==> src/rtl/fetch_buffer.sv <==
// Instruction-fetch buffer: credit-limited word requests to imem, in-order response FIFO to decode.
// Optional FETCH_MISALIGN_EN: a misaligned redirect halts fetch and emits one flagged nop entry.
module fetch_buffer #(
  parameter int          DEPTH    = 2,
  parameter logic [31:0] RESET_PC = 32'h0000_0000
) (
  input  logic        clk,
  input  logic        reset,
  input  logic        redirect_valid,
  input  logic [31:0] redirect_pc,
  output logic        imem_req_valid,
  input  logic        imem_req_ready,
  output logic [31:0] imem_req_addr,
  input  logic        imem_rsp_valid,
  input  logic [31:0] imem_rsp_data,
  output logic        if_valid,
  input  logic        if_ready,
  output logic [31:0] if_pc,
`ifdef FETCH_MISALIGN_EN
  output logic        if_misalign,
`endif
  output logic [31:0] if_instr
);

  localparam int AW = (DEPTH > 1) ? $clog2(DEPTH) : 1;
  localparam int CW = $clog2(DEPTH) + 1;
  localparam logic [31:0] NOP = 32'h0000_0013;

  logic [31:0]   r_fetch_pc;
  logic [CW-1:0] r_count;
  logic [CW-1:0] r_outstanding;
  logic [CW-1:0] r_drop;
  logic [AW-1:0] r_head;
  logic [AW-1:0] r_tail;
  logic [AW-1:0] r_ifq_rd;
  logic [AW-1:0] r_ifq_wr;

  logic [31:0] r_fifo_pc    [DEPTH];
  logic [31:0] r_fifo_instr [DEPTH];
  logic [31:0] r_ifq_pc     [DEPTH];

  logic [CW:0]   w_in_use;
  logic          w_halt;
  logic          w_hs;
  logic          w_drop_rsp;
  logic          w_rsp_push;
  logic          w_mis_push;
  logic          w_push;
  logic          w_pop;
  logic [CW-1:0] w_out_next;
  logic [31:0]   w_push_pc;
  logic [31:0]   w_push_instr;
  logic [31:0]   w_redirect_target;

  // Credits cover both buffered entries and requests still in flight, so a response always has a slot.
  assign w_in_use       = {1'b0, r_count} + {1'b0, r_outstanding};
  assign imem_req_valid = !reset && !w_halt && (w_in_use < (CW+1)'(DEPTH));
  assign imem_req_addr  = r_fetch_pc;

  assign w_hs       = imem_req_valid && imem_req_ready;
  assign w_drop_rsp = imem_rsp_valid && (r_drop != '0);
  assign w_rsp_push = imem_rsp_valid && (r_drop == '0) && !redirect_valid;
  assign w_push     = w_rsp_push || w_mis_push;
  assign w_pop      = (r_count != '0) && if_ready && !redirect_valid;
  assign w_out_next = r_outstanding + CW'(w_hs) - CW'(imem_rsp_valid);

  assign w_push_pc    = w_mis_push ? r_fetch_pc : r_ifq_pc[r_ifq_rd];
  assign w_push_instr = w_mis_push ? NOP : imem_rsp_data;

  assign if_valid = (r_count != '0);
  assign if_pc    = if_valid ? r_fifo_pc[r_head]    : 32'h0;
  assign if_instr = if_valid ? r_fifo_instr[r_head] : 32'h0;

`ifdef FETCH_MISALIGN_EN
  logic r_halt;
  logic r_mis_pending;
  logic r_fifo_mis [DEPTH];

  assign w_halt            = r_halt;
  assign w_redirect_target = redirect_pc;
  // While halted nothing new is requested, so drop==0 means every stale response has drained.
  assign w_mis_push        = r_halt && r_mis_pending && (r_drop == '0) && !redirect_valid;
  assign if_misalign       = if_valid && r_fifo_mis[r_head];

  always_ff @(posedge clk or posedge reset) begin
    if (reset) begin
      r_halt        <= 1'b0;
      r_mis_pending <= 1'b0;
    end else if (redirect_valid) begin
      r_halt        <= |redirect_pc[1:0];
      r_mis_pending <= |redirect_pc[1:0];
    end else if (w_mis_push) begin
      r_mis_pending <= 1'b0;
    end
  end

  always_ff @(posedge clk) begin
    if (w_push) begin
      r_fifo_mis[r_tail] <= w_mis_push;
    end
  end
`else
  logic w_unused_rpc_low;

  assign w_halt            = 1'b0;
  assign w_mis_push        = 1'b0;
  assign w_redirect_target = {redirect_pc[31:2], 2'b00};
  assign w_unused_rpc_low  = ^redirect_pc[1:0];
`endif

  always_ff @(posedge clk or posedge reset) begin
    if (reset) begin
      r_fetch_pc    <= RESET_PC;
      r_count       <= '0;
      r_outstanding <= '0;
      r_drop        <= '0;
      r_head        <= '0;
      r_tail        <= '0;
      r_ifq_rd      <= '0;
      r_ifq_wr      <= '0;
    end else begin
      r_outstanding <= w_out_next;
      if (imem_rsp_valid) begin
        r_ifq_rd <= r_ifq_rd + 1'b1;
      end
      if (w_hs) begin
        r_ifq_wr <= r_ifq_wr + 1'b1;
      end
      if (redirect_valid) begin
        // Everything still in flight after this edge belongs to the old stream.
        r_count    <= '0;
        r_head     <= '0;
        r_tail     <= '0;
        r_drop     <= w_out_next;
        r_fetch_pc <= w_redirect_target;
      end else begin
        r_count <= r_count + CW'(w_push) - CW'(w_pop);
        r_drop  <= r_drop - CW'(w_drop_rsp);
        if (w_push) begin
          r_tail <= r_tail + 1'b1;
        end
        if (w_pop) begin
          r_head <= r_head + 1'b1;
        end
        if (w_hs) begin
          r_fetch_pc <= r_fetch_pc + 32'd4;
        end
      end
    end
  end

  always_ff @(posedge clk) begin
    if (w_hs) begin
      r_ifq_pc[r_ifq_wr] <= r_fetch_pc;
    end
    if (w_push) begin
      r_fifo_pc[r_tail]    <= w_push_pc;
      r_fifo_instr[r_tail] <= w_push_instr;
    end
  end

  a_rsp_needs_request : assert property (@(posedge clk) disable iff (reset)
    imem_rsp_valid |-> (r_outstanding != '0));

endmodule
==> config.mk <==
export PLATFORM = sky130hd
export DESIGN_NAME = fetch_buffer
export DESIGN_NICKNAME = d
export VERILOG_FILES = /design/src/rtl/fetch_buffer.sv
export SDC_FILE = /design/constraint.sdc
export NUM_CORES = 1
export LEC_CHECK = 0
export CORE_UTILIZATION = 56
export DETAILED_ROUTE_END_ITERATION = 7
export PLACE_DENSITY = 0.94
export SETUP_SLACK_MARGIN = 0.4
export SLEW_MARGIN = 20
export SYNTH_ARGS = -nofsm -noshare
export SYNTH_HDL_FRONTEND = slang
export SYNTH_SLANG_ARGS = --single-unit
==> constraint.sdc <==
create_clock -name clk -period 9.45 [get_ports clk]
set_input_delay 2.3625 -clock clk [delete_from_list [all_inputs] [get_ports clk]]
set_output_delay 2.3625 -clock clk [all_outputs]
set_load 0.02 [all_outputs]
# Word level (Yosys, flattened, before mapping)

Memory sizes are Yosys's and may differ from the RTL's.
Cells that the tools add are included.

Register bits after elaboration: 42
Bits in writable memories: 192
Bits of input ports: 70
Output and inout port bits: 98
Word-level logic and storage cells: 52
Memories: 3

Memories:

| memory       | words | bits a word | read ports | clocked after memory_dff | wr ports | RTL line | text |
|---|---|---|---|---|---|---|---|
| r_fifo_instr | 2     | 32          | 1          | 0                        | 1        | 39       | `logic [31:0] r_fifo_instr [DEPTH];` |
| r_fifo_pc    | 2     | 32          | 1          | 0                        | 1        | 38       | `logic [31:0] r_fifo_pc [DEPTH];` |
| r_ifq_pc     | 2     | 32          | 1          | 0                        | 1        | 40       | `logic [31:0] r_ifq_pc [DEPTH];` |

$add $sub $neg: 11
Order comparisons: 1
Muxes and demuxes: 14
Reduce and logical (&&, ||, !) cells: 15

Operators with widths:

| kind                    | number |
|---|---|
| $mux W32                | 4 |
| $add A32 B3 Y32 const B | 1 |
| $reduce_bool A2 Y1      | 5 |
| $mux W1                 | 8 |
| $logic_and A1 B1 Y1     | 7 |
| $sub A2 B1 Y2           | 3 |
| $add A1 B1 Y1 const B   | 4 |
| $add A2 B1 Y2           | 2 |
| $mux W2                 | 2 |
| $add A2 B2 Y3           | 1 |
| $lt A3 B2 Y1 const B    | 1 |
| $logic_not A1 Y1        | 2 |
| $logic_not A2 Y1        | 1 |

# Depth between registers and ports, before layout

Gate-level depths: netlist of run 1.

Word-level depth: 7
Depth in mapped cells: 12
Depth with buffers taken out: 11

# Worst setup path before layout of run 1

Ideal clock, no wire load.

Path kind: input to register
From: input redirect_valid
To: memory r_fifo_instr[0][0], enable pin
Setup time: 482 ps
Arrival time: 5196 ps
Data required time: 8968 ps
Setup slack: 3772 ps
Stages on the path: 3
Path through: clkinv_1 -> nand3_1 -> nor2_1

Word-level cells in the longest chain between the ends: 4

Ends and longest elaborated chain:

| item                          | RTL line | text |
|---|---|---|
| start, declared               | 9        | `input logic redirect_valid,` |
| $logic_not A1 Y1              | 62       | `assign w_rsp_push = imem_rsp_valid && (r_drop == '0) && !redirect_valid;` |
| $logic_and A1 B1 Y1           | 62       |  |
| $mux W1                       | 156      | `if (w_push) begin` |
| $mux W1 (implied by the code) | 158      | `r_fifo_instr[r_tail] <= w_push_instr;` |
| end, declared                 | 39       |  |

Every way passes these cells.

# Worst setup path after layout of run 1

From: input reset
To: output imem_req_valid

Word-level cells in the longest chain between the ends: 2

Ends and longest elaborated chain:

| item                       | RTL line | text |
|---|---|---|
| start, declared            | 8        | `input logic reset,` |
| $logic_not A1 Y1 (no line) | --       |  |
| $logic_and A1 B1 Y1        | 57       | `assign imem_req_valid = !reset && !w_halt && (w_in_use < (CW+1)'(DEPTH));` |
| end, declared              | 11       | `output logic imem_req_valid,` |

Every way passes these cells.

==> summary by stage, run 1 <==
Outcome
The flow ran to the end, and the final reports show no timing, DRC or antenna violations.

Synth
The primary flip-flop cell chosen by synthesis mapping is edfxtp_1. The number of instances in the synthesized netlist is 624. The sequential fraction of the synthesis area is 70.8%.

The count of flip-flops with a built-in enable after synthesis is 184. The mean post-synth cell area is 14.8 µm². In this run the cell area of the synthesized design comes to 0.00922 mm².

The synthesized flop and latch total is 224. The netlist uses 46 different library cells. The fraction of synthesis flops using an asynchronous set or reset pin is 17.9%. The total of warnings raised by yosys is 0.

STA
Setup repair after global routing left no endpoint under its margin. The smallest clock period supported by the final layout is computed as 6710 ps. The hold violation count in the final report is 0. The final number of max-transition violations came to 0. In this run the tightest slew margin relative to its limit is 31.7%. The setup TNS after final layout is 0 ps. Setup slack on the critical path of the routed design comes to 2740 ps. At the pin with the least slew margin, the transition time is 1020 ps. Timing would allow up to 149 MHz. The fraction of the cycle the final worst path needs is 71.0%. The setup skew after layout is 25.2 ps. Setup violations remaining at the end of the flow were counted as 0.

Critical path
The start-to-end type of the worst setup path is in2out. STA classifies the critical path endpoint as an output port. The required time at the endpoint of the critical path is 7090 ps. Data on the critical path arrives at its endpoint at 4340 ps. The worst register-to-register path ends at r_ifq_pc[0][28]$_DFFE_PP_. The worst register-to-register path has a setup slack of 6000 ps.

The worst setup path is launched from a primary input. For the worst flop-to-flop path, the logic depth is 6. Along the worst path, the maximum fanout reaches 14. In this run the critical register-to-register path is launched from r_count[0]$_DFF_PP0_.

Clock tree
After clock tree synthesis, the flow added hold-fix buffers numbering 0. After clock tree synthesis, the setup repair step added 0 buffers. Clock tree synthesis selected as its root buffer the cell clkbuf_16. The CTS sink count is 224. After clock tree synthesis, the clock-pin slew on the worst setup and hold paths is 60 ps. The number of CTS-inserted buffers is 22.

After clock tree synthesis, the repair step resized 0 gates. The clock reaches the later pin of the worst-skew pair after 500 ps. Counting along the longest clock path gives a buffer depth of 3.

The TritonCTS clock tree is built. The CTS H-tree depth is 1.

Pwr
For this design the ratio of total power to cell area is 239 mW/mm². In this run the static leakage power is 0.00400 µW. The peak supply drop is 137 µV.

Global routing
The wire length of the first global-routing pass is 30400 µm. Entering global routing, the biggest net connects 64 pins. In the global route stage, overall resource usage came out at 23.6%.

The via count of the first global-routing pass is 5936. The initial antenna violation count is 0. The sum of overflow across all layers after global routing is 0.

Floorplanning
The number of I/O pins is 168. Once the floorplan was initialized, standard cells occupied 57.6% of the core. The die span in y is 130 µm.

The floorplan die width is 130 µm. The die covers 0.0170 mm². The floorplan step defined a core boundary enclosing 0.0160 mm². Row generation in the floorplan step produced 46 rows.

Routing
The first TritonRoute pass finished after 5 iterations. Detailed routing placed a total of 10200 µm of wire on met2. Once detail routing completed, the nets flagged for antenna violations numbered 0.

In the routed design, unresolved DRC markers number 0. After detailed routing, the average wire length per cell comes to 19.5 µm. Using the TritonRoute via totals, the vias-per-cell ratio works out to 5.83. The met1 wire length is 7480 µm. The highest routed metal layer is met4. The routed design has 19900 µm of wire.

The via count is 5933. In this run, the number of DRC markers left after iteration 0 of detailed routing was 467. The met3 routed wirelength is 1540 µm.

Hold path
The number of cells on the worst hold path is 1. In this run the most critical hold path is launched from r_ifq_wr$_DFFE_PP0P_. The worst hold-check path type is reg2reg. The worst hold path endpoint is r_ifq_wr$_DFFE_PP0P_.

Placement
The number of instances in the placed design is 977. The final RePlAce weighted congestion is 0.816. At the placement stage, the worst setup path has a slack of 2790 ps. The number of port buffers is 161. The estimated wirelength of the detail-placed design is 12300 µm. In this run the cell area measured after placement is 0.0110 mm².

Finish
The number of cells in the finished layout apart from fillers is 1018. Of the cells placed in the final design, the portion with a size suffix greater than 1 is 10.5%. The final non-filler cell area is 0.0118 mm².

The relative area change from synthesis to final layout is 28.1%. The repair_antennas step left the layout with diodes totalling 0. The number of nets at the end of the flow is 863.

Run
Across the run, the number of max-cap violations was 0.
-- Yosys cell counts (12+ instances only) --
library cell,count,area share (%)
clkbuf_1,16,0.65
nand3_1,12,0.65
mux2i_1,63,6.8
mux2_2,30,3.7
o21ai_0,12,0.65
dfrtp_1,40,11
nand4_1,12,0.81
nand2_1,27,1.1
edfxtp_1,184,60
or4_1,12,0.98
o31ai_1,13,1.1
a31oi_1,14,0.95
nor2_1,89,3.6
-- cell usage in the layout (no fill, tap or decap), drive strengths merged, types with 2 or more instances in the layout --
| cell type | n |
|---|---|
| nor3 | 2 |
| mux2 | 30 |
| nand4 | 14 |
| o31a | 2 |
| conb | 4 |
| nor2b | 3 |
| dfrtp | 40 |
| buf | 9 |
| a31oi | 14 |
| nor2 | 89 |
| o311ai | 5 |
| o31ai | 13 |
| nand2 | 27 |
| xnor2 | 7 |
| clkinv | 7 |
| clkbuf | 31 |
| or3 | 3 |
| and4 | 4 |
| xor2 | 10 |
| clkdlybuf4s50 | 161 |
| bufinv | 3 |
| mux2i | 63 |
| and2 | 5 |
| nand3 | 13 |
| or4 | 12 |
| inv | 10 |
| o21ai | 12 |
| ha | 6 |
| edfxtp | 184 |
| and3 | 9 |
-- state kept, by name, indices dropped and copies added, names as in the netlist --
| name | count |
|---|---|
| r_fifo_instr | 64 |
| r_fifo_pc | 60 |
| r_ifq_pc | 60 |
| imem_req_addr | 30 |
| r_count | 2 |
| r_drop | 2 |
| r_outstanding | 2 |
| r_head | 1 |
| r_ifq_rd | 1 |
| r_ifq_wr | 1 |
| r_tail | 1 |
-- worst max-delay path: stages --
cell and delay, ps:
clkdlybuf4s50_1 450, nor3_2 770, clkdlybuf4s50_1 750
-- power breakdown --
part           total (µW)  internal [µW]  switching, µW
clock                 896            551            344
sequential           1280           1210           72.6
combinational         656            295            361
total                2830           2050            778
-- worst max path at each step --
stage                     slack [ps]                      endpoint  cells past startpoint      startpoint
after floorplan                 3770  r_fifo_instr[0][0]$_DFFE_PP_                      3  redirect_valid
after global placement          2820                imem_req_valid                      3           reset
after detailed placement        2790                imem_req_valid                      3           reset
after CTS                       2790                imem_req_valid                      3           reset
after global routing            2670                imem_req_valid                      3           reset
final                           2740                imem_req_valid                      3           reset
-- metal layers --
layer | up-vias | global-route usage (%)
met3 | 60 | 4.02
met2 | 326 | 41.6
met1 | 2887 | 28.6
met5 | - | 0
met4 | 0 | 10.5
li1 | 2660 | -
-- through the flow --
stage	hold WS [ps]	util [%]	power, µW
2_1_floorplan	460	-	1670
3_3_place_gp	495	68.9	1910
3_5_place_dp	532	68.9	1950
4_1_cts	547	73.7	2840
5_1_grt	577	73.8	2940
6_report	546	73.8	2830
-- logic make-up (layout without fill, tap and decap cells) --
| group | Yosys count | count (layout) | synth area share (%) |
|---|---|---|---|
| mux | 93 | 93 | 10.5 |
| fa+ha+maj | 7 | 7 | 1.03 |
| compound gates | 52 | 52 | 3.87 |
| flops | 224 | 224 | 70.8 |
| xor+xnor | 17 | 17 | 1.61 |
| simple gates | 184 | 184 | 9.84 |
| other cells | 1 | 4 | 0.0407 |
| buf+inv | 46 | 221 | 2.35 |
-- area by class of cell --
type	instances	area, µm²
clock buffers	31	636
inverters	11	41.3
repair buffers	170	1700
flip-flops and latches	224	6530
fillers	989	4190
well taps	216	270
multi-input cells	357	2520
clock inverters	9	123
Note: power is estimated with default switching activity, not from simulation.
==> inputs of run 2 (changes only) <==
--- a/config.mk
+++ b/config.mk
@@ -5,9 +5,9 @@
 export SDC_FILE = /design/constraint.sdc
 export NUM_CORES = 1
 export LEC_CHECK = 0
-export CORE_UTILIZATION = 56
+export CORE_UTILIZATION = 52
 export DETAILED_ROUTE_END_ITERATION = 7
-export PLACE_DENSITY = 0.94
+export PLACE_DENSITY = 0.88
 export SETUP_SLACK_MARGIN = 0.4
 export SLEW_MARGIN = 20
 export SYNTH_ARGS = -nofsm -noshare
==> constraint.sdc (replaced) <==
create_clock -name clk -period 6.45 [get_ports clk]
set_input_delay 1.6125 -clock clk [delete_from_list [all_inputs] [get_ports clk]]
set_output_delay 1.6125 -clock clk [all_outputs]
set_load 0.02 [all_outputs]
==> run 2 against run 1 <==
First-iteration DRC count decreased by 18%; non-clock buffer count up 4; register-to-register slack worse by 2400 ps; global-route usage down 2.4 points; critical path type unchanged; wire length decreased by 3.1%; combinational power up 46%.
==> summary by stage, run 2 (synthesized netlist as in run 1, its figures left out) <==
Outcome
The flow ran to the end, and the final reports show no timing, DRC or antenna violations.

Finish
The repair_antennas step left the layout with diodes totalling 0. Counting flops per register, the top entry is r_fifo_instr. After filler insertion, the fill cell instance count of the layout stands at 1181. The largest registers in the layout are r_fifo_instr x64, r_fifo_pc x60, r_ifq_pc x60. In the layout the commonest cells are edfxtp_1 (184), clkdlybuf4s50_1 (161), nor2_1 (85). The number of nets at the end of the flow is 868.

In the final layout, the multi-input gates occupy 0.00252 mm². After routing the design area is 0.0118 mm². Summing all flip-flop and latch instances after layout gives 0.00653 mm². From synthesis to final layout, the design area changed by 27.6%.

The number of flip-flops in the largest register is 64. The post-route netlist has 10.0% of its cells at a drive strength greater than 1. The commonest non-fill, non-tap cell in the layout is edfxtp_1.

Floorplanning
The floorplan die width is 135 µm. The floorplan step set the die height to 135 µm. The die covers 0.0183 mm². The floorplan step defined a core boundary enclosing 0.0173 mm². The starting density of the core is 53.3%. In this run the core area contains 48 standard-cell rows. The number of I/O pins is 168.

Critical path
The start-to-end type of the worst setup path is in2out. The most critical setup path has its startpoint at reset. Data on the critical path is required at its endpoint by 4840 ps. STA classifies the critical path endpoint as an output port. The minimum setup slack among reg-to-reg paths is 3610 ps. The depth of the worst register-to-register path is 12. The worst reg2reg path startpoint is r_count[0]$_DFF_PP0_. The worst setup path is launched from a primary input.

The arrival time at the worst endpoint is 2900 ps. The endpoint of the most critical setup path is imem_req_valid. Along the worst path, the maximum fanout reaches 2. The worst register-to-register path ends at r_drop[1]$_DFF_PP0_.

Routing
The number of DRC markers after the initial detailed-route iteration is 384. The wire length after detailed routing is 19300 µm. The per-cell routed wire length is 18.7 µm.

The remaining antenna violation count after routing is 0. The via count is 5750. After detailed routing, the number of remaining DRC violations is 0.

The vias per cell is 5.57. The number of search-and-repair iterations in the first detailed-routing pass is 5.

Placement
The estimated wirelength of the detail-placed design is 12300 µm. At the end of routability-driven placement, the weighted congestion stood at 0.839. The number of port buffers is 161.

The area of placed instances is 0.0111 mm².

STA
Setup repair after global routing left no endpoint under its margin. The setup skew after layout is 8.21 ps. The peak clock frequency supported by timing is 222 MHz. The transition at the pin with the smallest max-transition slack is 973 ps.

In the finished design, the share of the clock period the worst path needs comes to 69.9%. The hold violation count in the final report is 0. The final number of max-transition violations is 0. The final number of setup-violating endpoints is 0. Headroom to the max-slew limit came out at 35.0%. The worst path needs 4510 ps of the cycle, external delays included.

The setup TNS after final layout is 0 ps.

Clock tree
In this run, post-CTS hold repair placed 0 buffers. Counting the buffers created by CTS gives 23. Clock tree synthesis found a total of 224 sinks. The TritonCTS clock tree is built. The CTS H-tree depth is 1. After clock tree synthesis, the clock-pin slew on the worst setup and hold paths is 60 ps.

The clock passes through at most 3 buffers. Post-CTS repair changed the size of 0 cells. The cell at the root of the clock tree is clkbuf_16. Post-CTS timing repair inserted 0 buffers for setup.

For the worst-skew pair, the clock arrives at the later sink with an insertion delay of 500 ps.

Global routing
The initial antenna violation count is 0. In the global route stage, met1 resource usage came out at 25.5%. The global routing's busiest layer is met2.

The wire length of the first global-routing pass is 29400 µm. The via count of the first global-routing pass was 5716. The global-route met3 utilization is 3.97%. Global routing finished with a remaining overflow of 0.

The total routing usage reported by global routing is 21.2%. Entering global routing, the biggest net connects 64 pins. Global routing used 36.8% of the available met2 tracks.

Pwr
In this run the power density over the cells is 343 mW/mm². The worst-case IR drop observed on VDD is 219 µV. For this design the static power due to leakage is 0.00397 µW.

Hold path
The path class of the tightest hold or removal check is reg2reg.

Run
Across the run, the number of max-cap violations was 0.
==> run 2: how the worst min path moves through the flow <==
stage | start | endpoint | slack, ps | cells after the start
floorplan | r_ifq_wr$_DFFE_PP0P_ | r_ifq_wr$_DFFE_PP0P_ | 460 | 1
global placement | r_ifq_wr$_DFFE_PP0P_ | r_ifq_wr$_DFFE_PP0P_ | 490 | 1
detailed placement | r_ifq_wr$_DFFE_PP0P_ | r_ifq_wr$_DFFE_PP0P_ | 510 | 1
CTS | r_ifq_wr$_DFFE_PP0P_ | r_ifq_wr$_DFFE_PP0P_ | 510 | 1
global route | r_ifq_wr$_DFFE_PP0P_ | r_ifq_wr$_DFFE_PP0P_ | 530 | 1
finish | r_ifq_wr$_DFFE_PP0P_ | r_ifq_wr$_DFFE_PP0P_ | 520 | 1
==> run 2: power breakdown <==
part / internal, µW / switching (µW) / total (µW)
Combinational: 434 / 523 / 957
Sequential: 1770 / 106 / 1870
Clock: 712 / 499 / 1210
Total: 2910 / 1130 / 4040
==> run 2: critical path, stage by stage <==
cell and delay [ps]:
clkdlybuf4s50_1 430, nor3_2 210, clkdlybuf4s50_1 630
==> run 2: area by class of cell <==
| type | count | share of cell area [%] |
|---|---|---|
| Multi-Input combinational cell | 357 | 21.4 |
| Sequential cell | 224 | 55.5 |
| Tap cell | 225 | 2.39 |
| Clock inverter | 5 | 0.404 |
| Clock buffer | 36 | 5.39 |
| Timing Repair Buffer | 174 | 14.6 |
| Inverter | 11 | 0.351 |
==> run 2: metal layers <==
layer,routed length [µm],share of wire [%]
met5,0,0
met4,644,3.3
met3,1370,7.1
met2,9870,51
met1,7360,38
==> run 2: stage by stage <==
step                power [µW]  util [%]  instances  worst slack, ps  hold slack [ps]
finish                    4040      68.1       1032             1940              518
floorplan                 2450         -        627             1520              460
CTS                       4070      67.9       1031             1930              515
detailed placement        2860      64.0        990             1940              508
global placement          2820      64.0        990             1960              493
global route              4200      68.1       1032             1890              534
==> inputs of run 3 (changes only) <==
--- a/config.mk
+++ b/config.mk
@@ -5,9 +5,9 @@
 export SDC_FILE = /design/constraint.sdc
 export NUM_CORES = 1
 export LEC_CHECK = 0
-export CORE_UTILIZATION = 52
+export CORE_UTILIZATION = 47
 export DETAILED_ROUTE_END_ITERATION = 7
-export PLACE_DENSITY = 0.88
+export PLACE_DENSITY = 0.85
 export SETUP_SLACK_MARGIN = 0.4
 export SLEW_MARGIN = 20
 export SYNTH_ARGS = -nofsm -noshare
==> constraint.sdc (replaced) <==
create_clock -name clk -period 3.7 [get_ports clk]
set_input_delay 0.925 -clock clk [delete_from_list [all_inputs] [get_ports clk]]
set_output_delay 0.925 -clock clk [all_outputs]
set_load 0.02 [all_outputs]
==> run 3 against run 2 <==
Register-to-register slack got worse by 2700 ps; clock skew rose by 8.0 ps; combinational power rose by 77%; final cell count rose by 4.2%; clock power rose by 82%; worst setup slack got worse by 1400 ps; power rose by 77%; hold slack improved by 2.5 ps; non-clock buffer count rose by 7; die area rose by 10%; wire length rose by 3.1%; critical path type is now reg2out; critical endpoint is now if_pc[22]; largest cell class unchanged.
==> summary by stage, run 3 (synthesized netlist as in run 1, its figures left out) <==
Outcome
The run finished with clean final reports.

Routing
The per-cell routed wire length is 18.5 µm. Across all layers, the routed design uses 5829 vias. The number of search-and-repair iterations in the first detailed-routing pass is 7.

After detailed routing, the number of remaining DRC violations is 0. The vias per cell is 5.42. The remaining antenna violation count after routing is 0. The first routing iteration left 379 violations. After detailed routing, the total wire length is 19800 µm.

Finish
The register with the most flip-flops in the final layout is r_fifo_instr. The proportion of layout cells with a drive suffix above 1 is 11.8%. Across the whole layout, storage elements account for 0.00653 mm². The number of nets at the end of the flow is 875.

The commonest non-fill, non-tap cell in the layout is edfxtp_1. The relative area change from synthesis to final layout is 29.5%. Leaving out fill and tap cells, the most frequent cells in the layout are edfxtp_1 (184), clkdlybuf4s50_1 (160), nor2_1 (85). In the final layout, the multi-input gates occupy 0.00252 mm². The count of fill cells added during filler insertion is 1398.

The antenna cell count is 0. The number of flip-flops in the largest register is 64. The largest registers in the layout are r_fifo_instr x64, r_fifo_pc x60, r_ifq_pc x60.

Clock tree
The number of CTS-inserted buffers is 23. The CTS sink count is 224. The cell sitting at the root of the clock tree is a clkbuf_16.

The clock-pin slew of the registers on the worst-case setup and hold paths is 60 ps. The count of hold-fix buffers inserted at cts is 0. The CTS H-tree depth is 1. The maximum count of clock buffers along a single path is 3. TritonCTS built the clock tree. For the worst-skew pair, the clock arrives at the later sink with an insertion delay of 510 ps.

Floorplanning
After floorplanning, the core was sized to cover 0.0190 mm². The area of the die is 0.0202 mm². For this configuration, the core starts out at a cell density of 48.7%. From bottom edge to top edge, the die measures 142 µm. After floorplanning, the core was divided into 50 placement rows. The number of I/O pins is 168.

In this run the horizontal extent of the chip is 142 µm.

Critical path
STA puts the critical path data arrival time at 2190 ps. The setup path with the least slack is of type reg2out. The worst setup path is launched from a register.

At the worst endpoint, the required time is 2770 ps. The minimum setup slack among reg-to-reg paths is 880 ps. The worst setup path is captured at an output port. Of all nets on the critical path, the largest fanout is 31.

STA
The fraction of the cycle the final worst path needs is 84.3%. The final number of max-transition violations is 0. Static timing analysis puts the maximum clock frequency at 321 MHz. Setup repair after global routing left no endpoint under its margin. The final critical delay including setup and external delays is 3120 ps. Between clock sinks in the finished design, the worst skew comes to 16.2 ps. Setup slack on the critical path of the routed design comes to 583 ps. The worst pin sits at a relative slew slack of 25.3%.

The hold violation count in the final report came to 0. For the pin with the worst max-slew slack, the measured transition is 1120 ps. The final number of setup-violating endpoints is 0. The post-route worst hold slack is 520 ps.

Placement
The estimated wirelength of the detail-placed design is 12800 µm. The congestion estimate from routability-driven global placement came to 0.857. In this run the tool buffered the top-level ports with 161 buffer cells.

The setup slack at placement is 543 ps.

Pwr
For this design the ratio of total power to cell area is 600 mW/mm². Across the VDD grid, the largest voltage drop is 352 µV. The analysis attributes to cell leakage a power of 0.00405 µW.

Global routing
The initial antenna violation count is 0. The maximum number of pins on one net before global-route repair is 64. The wire length of the first global-routing pass is 30700 µm. In the global route stage, overall resource usage came out at 19.8%. The via count of the first global-routing pass was 5932. For this run the aggregate overflow at the end of global routing stands at 0.

Run
The count of maximum capacitance violations is 0.

Hold path
The worst hold-check path type is reg2reg.
==> run 3: cell count changes in the layout (fill, tap and decap cells not counted), sizes merged <==
cell	previous run	this run
bufinv	1	2
clkbuf	36	24
buf	13	20
clkinv	5	15
inv	10	11
clkinvlp	0	1
dlygate4sd2	0	1
clkdlybuf4s50	161	160
==> run 3: what timing repair did <==
| action | CTS | global route |
|---|---|---|
| pin swaps | 0 | 0 |
| setup buffers | 1 | 2 |
| cloned | 0 | 0 |
| resized for setup | 1 | 0 |
| endpoints found under the setup margin | 42 | 5 |
| endpoints found under the hold margin | 0 | 0 |
==> run 3: final cells by class <==
class,count,area share (%)
Sequential cell,224,54.7
Multi-Input combinational cell,357,21.1
Timing Repair Buffer,181,15.1
Clock buffer,24,4.85
Tap cell,260,2.72
Clock inverter,18,1.23
Inverter,11,0.346
==> run 3: metrics by stage <==
| step | total power [µW] | cells | area, µm² | utilization (%) | setup TNS [ps] |
|---|---|---|---|---|---|
| after global placement | 4950 | 1030 | 11200 | 59.0 | 0 |
| after CTS | 7230 | 1073 | 11900 | 62.9 | 0 |
| after floorplan | 4270 | 627 | 9240 | - | -67080 |
| after global routing | 7470 | 1075 | 11900 | 63.0 | 0 |
| final | 7170 | 1075 | 11900 | 63.0 | 0 |
| after detailed placement | 5010 | 1030 | 11200 | 59.0 | 0 |
==> run 3: critical path: stages, from the launching register on <==
cell	delay [ps]
dfrtp_4	570
buf_12	220
mux2i_1	150
nor2_1	120
clkdlybuf4s50_1	610
==> run 3: power breakdown <==
| group | switching, µW | internal, µW |
|---|---|---|
| combinational | 902 | 788 |
| sequential | 202 | 3080 |
| clock | 918 | 1280 |
| total | 2020 | 5150 |
==> run 3: per-layer routing <==
layer / vias to the layer above / routed length [µm] / global-route usage, %
met2: 240 / 9980 / 34.3
met1: 2866 / 8040 / 24.6
met3: 32 / 1510 / 4.34
met5: - / 0 / 0
met4: 0 / 310 / 6.28
li1: 2691 / - / -
==> run 3: final timing paths <==
path	from	end	depth (start not counted)
worst max register to register	r_count[0]$_DFF_PP0_	r_drop[1]$_DFF_PP0_	12
worst min register to register	r_ifq_wr$_DFFE_PP0P_	r_ifq_wr$_DFFE_PP0P_	1
worst min-delay path	r_ifq_wr$_DFFE_PP0P_	r_ifq_wr$_DFFE_PP0P_	1
worst max-delay path	r_head$_DFFE_PP0P_	if_pc[22]	4
max in group asynchronous	reset	imem_req_addr[11]$_DFFE_PP0P_	3
min in group asynchronous	reset	r_head$_DFFE_PP0P_	2
